[src/rtl/ddr_init_engine.sv]
// Post-calibration DDR initialiser: fills memory through Avalon-MM bursts with a
// selectable pattern, then optionally reads it back and counts mismatching words.
module ddr_init_engine #(
    parameter int unsigned DATA_W    = 256,
    parameter int unsigned ADDR_W    = 25,
    parameter int unsigned BURST_LEN = 64,
    parameter int unsigned WORDS     = 2**ADDR_W,
    parameter bit          VERIFY    = 1'b1
) (
    input  logic                  avalon_clk,
    input  logic                  avalon_reset,
    input  logic                  local_cal_success,
    input  logic                  local_cal_fail,
    input  logic                  start,
    input  logic [1:0]            mode,
    input  logic [31:0]           pattern,
    output logic [ADDR_W-1:0]     amm_addr,
    output logic [DATA_W-1:0]     amm_writedata,
    input  logic [DATA_W-1:0]     amm_readdata,
    output logic                  amm_read,
    output logic                  amm_write,
    output logic [DATA_W/8-1:0]   amm_byteenable,
    output logic [6:0]            amm_burstcount,
    input  logic                  amm_ready,
    input  logic                  amm_readdatavalid,
    output logic                  busy,
    output logic                  setup_done,
    output logic                  setup_error,
    output logic [15:0]           err_count
);

    localparam int unsigned CW = ADDR_W + 8;
    // One extra bit so a run covering the full address space can reach WORDS without wrapping to 0.
    localparam logic [ADDR_W:0] WORDS_L = (ADDR_W+1)'(WORDS);

    typedef enum logic [2:0] {IDLE, WAIT_CAL, WR_BURST, RD_CMD, RD_DATA, DONE, FAIL} state_t;

    state_t           state_q, state_d;
    logic [1:0]       mode_q, mode_d;
    logic [31:0]      pattern_q, pattern_d;
    logic [ADDR_W:0]  base_q, base_d;
    logic [6:0]       beat_q, beat_d, blen_q, blen_d;
    logic             done_q, done_d, error_q, error_d;
    logic [15:0]      err_q, err_d;

    logic [ADDR_W-1:0] cur_addr;
    logic [ADDR_W:0]   next_base;
    logic              last_beat;
    logic [DATA_W-1:0] exp_word;

    function automatic logic [6:0] burst_len(input logic [ADDR_W:0] base);
        logic [CW-1:0] rem;
        rem = CW'(WORDS) - CW'(base);
        if (rem >= CW'(BURST_LEN))
            return 7'(BURST_LEN);
        return 7'(rem);
    endfunction

    function automatic logic [DATA_W-1:0] word_data(input logic [1:0] m, input logic [31:0] p,
                                                   input logic [ADDR_W-1:0] a);
        logic [DATA_W-1:0] d;
        d = '0;
        case (m)
            2'd1: for (int unsigned i = 0; i < DATA_W/8; i++) d[8*i +: 8] = p[8*(i%4) +: 8];
            2'd2: d = DATA_W'(a);
            default: d = '0;
        endcase
        return d;
    endfunction

    assign cur_addr       = base_q[ADDR_W-1:0] + ADDR_W'(beat_q);
    assign next_base      = base_q + (ADDR_W+1)'(blen_q);
    assign last_beat      = (beat_q == blen_q - 7'd1);
    assign exp_word       = word_data(mode_q, pattern_q, cur_addr);
    assign amm_byteenable = '1;
    assign setup_done     = done_q;
    assign setup_error    = error_q;
    assign err_count      = err_q;

    always_comb begin
        state_d        = state_q;
        mode_d         = mode_q;
        pattern_d      = pattern_q;
        base_d         = base_q;
        beat_d         = beat_q;
        blen_d         = blen_q;
        done_d         = done_q;
        error_d        = error_q;
        err_d          = err_q;
        amm_read       = 1'b0;
        amm_write      = 1'b0;
        amm_addr       = '0;
        amm_burstcount = '0;
        amm_writedata  = '0;
        busy           = 1'b0;
        case (state_q)
            IDLE, DONE, FAIL: begin
                if (start) begin
                    mode_d    = mode;
                    pattern_d = pattern;
                    done_d    = 1'b0;
                    error_d   = 1'b0;
                    err_d     = '0;
                    state_d   = WAIT_CAL;
                end
            end
            WAIT_CAL: begin
                busy = 1'b1;
                if (local_cal_fail) begin
                    error_d = 1'b1;
                    state_d = FAIL;
                end else if (local_cal_success) begin
                    base_d  = '0;
                    beat_d  = '0;
                    blen_d  = burst_len('0);
                    state_d = WR_BURST;
                end
            end
            WR_BURST: begin
                busy           = 1'b1;
                amm_write      = 1'b1;
                amm_addr       = base_q[ADDR_W-1:0];
                amm_burstcount = blen_q;
                amm_writedata  = exp_word;
                if (amm_ready) begin
                    if (last_beat) begin
                        beat_d = '0;
                        if (next_base == WORDS_L) begin
                            if (VERIFY) begin
                                base_d  = '0;
                                blen_d  = burst_len('0);
                                state_d = RD_CMD;
                            end else begin
                                done_d  = 1'b1;
                                state_d = DONE;
                            end
                        end else begin
                            base_d = next_base;
                            blen_d = burst_len(next_base);
                        end
                    end else begin
                        beat_d = beat_q + 7'd1;
                    end
                end
            end
            RD_CMD: begin
                busy           = 1'b1;
                amm_read       = 1'b1;
                amm_addr       = base_q[ADDR_W-1:0];
                amm_burstcount = blen_q;
                if (amm_ready) begin
                    beat_d  = '0;
                    state_d = RD_DATA;
                end
            end
            RD_DATA: begin
                busy = 1'b1;
                if (amm_readdatavalid) begin
                    if (amm_readdata != exp_word) begin
                        error_d = 1'b1;
                        if (err_q != 16'hFFFF)
                            err_d = err_q + 16'd1;
                    end
                    if (last_beat) begin
                        beat_d = '0;
                        if (next_base == WORDS_L) begin
                            done_d  = 1'b1;
                            state_d = DONE;
                        end else begin
                            base_d  = next_base;
                            blen_d  = burst_len(next_base);
                            state_d = RD_CMD;
                        end
                    end else begin
                        beat_d = beat_q + 7'd1;
                    end
                end
            end
            default: state_d = IDLE;
        endcase
    end

    always_ff @(posedge avalon_clk) begin
        if (avalon_reset) begin
            state_q   <= IDLE;
            mode_q    <= '0;
            pattern_q <= '0;
            base_q    <= '0;
            beat_q    <= '0;
            blen_q    <= '0;
            done_q    <= 1'b0;
            error_q   <= 1'b0;
            err_q     <= '0;
        end else begin
            state_q   <= state_d;
            mode_q    <= mode_d;
            pattern_q <= pattern_d;
            base_q    <= base_d;
            beat_q    <= beat_d;
            blen_q    <= blen_d;
            done_q    <= done_d;
            error_q   <= error_d;
            err_q     <= err_d;
        end
    end

endmodule
[config.mk]
export PLATFORM = sky130hd
export DESIGN_NAME = ddr_init_engine
export DESIGN_NICKNAME = d
export VERILOG_FILES = /design/src/rtl/ddr_init_engine.sv
export SDC_FILE = /design/constraint.sdc
export NUM_CORES = 1
export LEC_CHECK = 0
export ABC_AREA = 0
export CORE_AREA = 5 5 242 244
export DETAILED_ROUTE_END_ITERATION = 7
export DIE_AREA = 0 0 247 249
export SKIP_CTS_REPAIR_TIMING = 1
export SLEW_MARGIN = 0
export SYNTH_ARGS = -nofsm -noshare
export SYNTH_HDL_FRONTEND = slang
export SYNTH_SLANG_ARGS = --single-unit
[constraint.sdc]
create_clock -name avalon_clk -period 4.8 [get_ports avalon_clk]
set_input_delay 0.96 -clock avalon_clk [delete_from_list [all_inputs] [get_ports avalon_clk]]
set_output_delay 0.96 -clock avalon_clk [all_outputs]
set_load 0.01 [all_outputs]
==> results of run 1 <==
[cells in the final DEF (no fill, tap or decap), types with 25 or more instances in the layout]
master and instances:
nand4_1 41, conb_1 32, nor2_1 214, clkdlybuf4s50_1 602, nor3_1 56, nor2b_1 27
nand2_1 182, nor4_1 47, a31oi_1 25, a22oi_1 63, o21ai_0 136, inv_1 52
nand2b_1 34, dfxtp_1 94, and3_1 25, a21oi_1 111, and2_1 37, nand3_1 74
xnor2_1 97, buf_4 175, o22ai_1 35
[worst paths after layout]
kind                          start                        end  cells after the start
min reg2reg  mode_q[1]$_SDFFE_PP0P_     mode_q[1]$_SDFFE_PP0P_                      2
max reg2reg  base_q[0]$_SDFFE_PP0P_  err_count[4]$_SDFFE_PP0P_                     16
max          base_q[4]$_SDFFE_PP0P_          amm_writedata[13]                      9
min          mode_q[1]$_SDFFE_PP0P_     mode_q[1]$_SDFFE_PP0P_                      2
[layer usage]
metal,wire [microns],GRT usage (%),share of wire (%),vias up
met5,70,0,0.072,-
met4,4440,12.0,4.5,9
met3,9650,7.10,9.9,205
met2,44900,48.2,46,1172
met1,38700,37.1,40,9263
li1,-,-,-,8436
[area by class of cell]
class	instances	area, sq um
Fill cell	5968	35200
Antenna cell	9	22.5
Timing Repair Buffer	782	7420
Clock inverter	7	58.8
Multi-Input combinational cell	1639	10100
Tap cell	756	946
Sequential cell	95	1900
Clock buffer	9	225
Inverter	55	206
[stage by stage]
stage	hold WS [ns]	power, mW	cell area [sq um]	util [%]	setup slack (ns)
floorplan	0.453	2.41	14400	-	0.809
global placement	0.463	3.74	20600	36.7	0.0337
detailed placement	0.484	3.75	20600	36.7	0.0363
CTS	0.494	4.51	20900	37.2	0.0847
global route	0.514	4.75	20900	37.3	0.0138
finish	0.495	4.57	20900	37.3	0.0984
[flip-flops by register name, summed over array words and instances, names as in the netlist]
signal       cells
beat_q           7
setup_done       1
state_q          3
err_count       16
pattern_q       32
mode_q           2
blen_q           7
setup_error      1
base_q          26
[power by group through the flow]
stage          clock network (mW)  logic [mW]  registers, mW
2_1_floorplan                   0        1.46          0.955
3_3_place_gp                    0        2.66           1.08
3_5_place_dp                    0        2.67           1.09
4_1_cts                     0.767        2.68           1.07
5_1_grt                     0.784        2.88           1.08
6_report                    0.750        2.75           1.08
[Yosys cell counts, drive strengths merged (12+ instances only)]
master / number
o31ai: 20
a22o: 19
nor3: 65
nand4: 42
inv: 52
nor4: 47
and3: 26
xnor2: 98
a22oi: 63
or3: 16
nand2: 182
nand3b: 16
nand3: 74
clkbuf: 114
a31oi: 25
o21ai: 146
and2: 38
o22ai: 35
nor2: 214
a21oi: 115
xor2: 23
nor2b: 27
o211ai: 12
or4: 23
o2111ai: 15
nand2b: 34
o21a: 13
a211oi: 13
buf: 255
dfxtp: 95
ha: 21
[kinds of logic (layout without fill, tap and decap cells)]
family	Yosys count	count (layout)	synth area share [%]
and+or+nand+nor	853	853	30.5
buffers and inverters	424	853	17.4
xor gates and xnor gates	122	122	7.63
muxes	11	11	0.779
other	1	41	0.0262
DFF	95	95	13.3
adders and majority gates	23	23	2.12
AOI/OAI and AO/OA	598	598	28.2
[critical path, cell delays in order, from the launching register on]
cell and delay, ns:
dfxtp_1 0.46, ha_1 0.35, a21o_1 0.28, o21a_1 0.22, o21a_1 0.34, o21ai_0 0.28
xor2_1 0.19, nand2b_1 0.19, a21oi_1 0.41, clkdlybuf4s50_1 0.64
==> impl_metrics.ini, run 1 <==
[outcome]
status = complete, no violations

[global_route]
grt-ovfl-total = 0
grt_antenna_before_repair = 13
grt_pass1_wl_microns = 134000
grt_max_degree = 58
grt_pass1_vias = 17900
grt_use_total_pct = 29.5

[critical_path]
cp_max_fo = 9
end_kind = output port
r2r_slack_ns = 0.19
setup.worst_path.class = register to output port
crit_required_ns = 3.84
cp-start-kind = register
arrival_ns = 3.74

[synth]
ys_seq_elements = 95
synth_area_sq_um = 14300
synth_top_area_share_pct = 13.3
netlist.top_cell.by_area = dfxtp_1
synthArstFlopShare_pct = 0
seq_area_frac_synth_pct = 13.3
synth_area_leaders = dfxtp_1 13%, buf_4 12%, xnor2_1 5.9%
synth_cells = 2127
synthFlopType = dfxtp_1
synth_edf_count = 0
syn_avg_cell_area_sq_um = 6.72
yosys_warnings = 0
synth_cell_types = 94

[cts]
clk_latency_ns = 0.38
clk_pin_slew_ns = 0.08
cts_tree = built
clock-sinks = 95
htreeDepth = 3
cts_root_buffer = clkbuf_16
numCtsBuffers = 9
cts_buffer_depth = 2

[drt]
num_vias = 19100
antenna_left = 0
viasPerCell = 5.69
drc_errors = 0
wire_per_inst_microns = 29.2
finalWirelength_microns = 97800
dr.pass1.iters = 8
drt_iter0_drc = 2148

[layout]
areaGrowthSynthToFinish_pct = 46.1
drive_above_1_share_pct = 9.24
nets = 2902
final_cell_count_no_fill = 3352

[floorplan]
core_sq_um = 56100
start_util_pct = 25.5
die_h_microns = 249
ios = 638
die_area_sq_um = 61500
rows = 87
die_x_microns = 247

[power_and_ir_drop]
clockPowerShare_pct = 16.4
vdd_ir_drop_max_mv = 0.162
sequentialPowerShare_pct = 23.5
switching_share_pct = 49.9
p_comb_share_pct = 60.1
p_leak_nw = 7.06
power.internal_mw = 2.29
p_per_area_nw_per_um2 = 219
switchingPower_mw = 2.28

[worst_hold_path]
hold_class = register to register

[timing]
post-route-min-period_ns = 4.70
worst_pin_slew_ns = 1.16
rsz0062_at_grt = no
clock.fmax_mhz = 213
slew_viol_final = 0
fin_skew_ns = 0.0122
finalCritPeriodShare_pct = 97.9
setup_viol = 0
hold_viol_final = 0
tns_ns = 0
slew-limit-headroom_pct = 22.3

[placed_design]
place_inst = 3327
globalplace.congestion = 1.01
hpwl_microns = 81300
io_buffers = 605

[job]
maxCapViolations = 0
Power figures use the tool's default switching activity.
==> inputs of run 2 (changes only) <==
Settings changed: GPL_TIMING_DRIVEN from default to 1.
==> results of run 2 <==
Same layout as run 1: the final DEF is identical, and so are final timing and power.
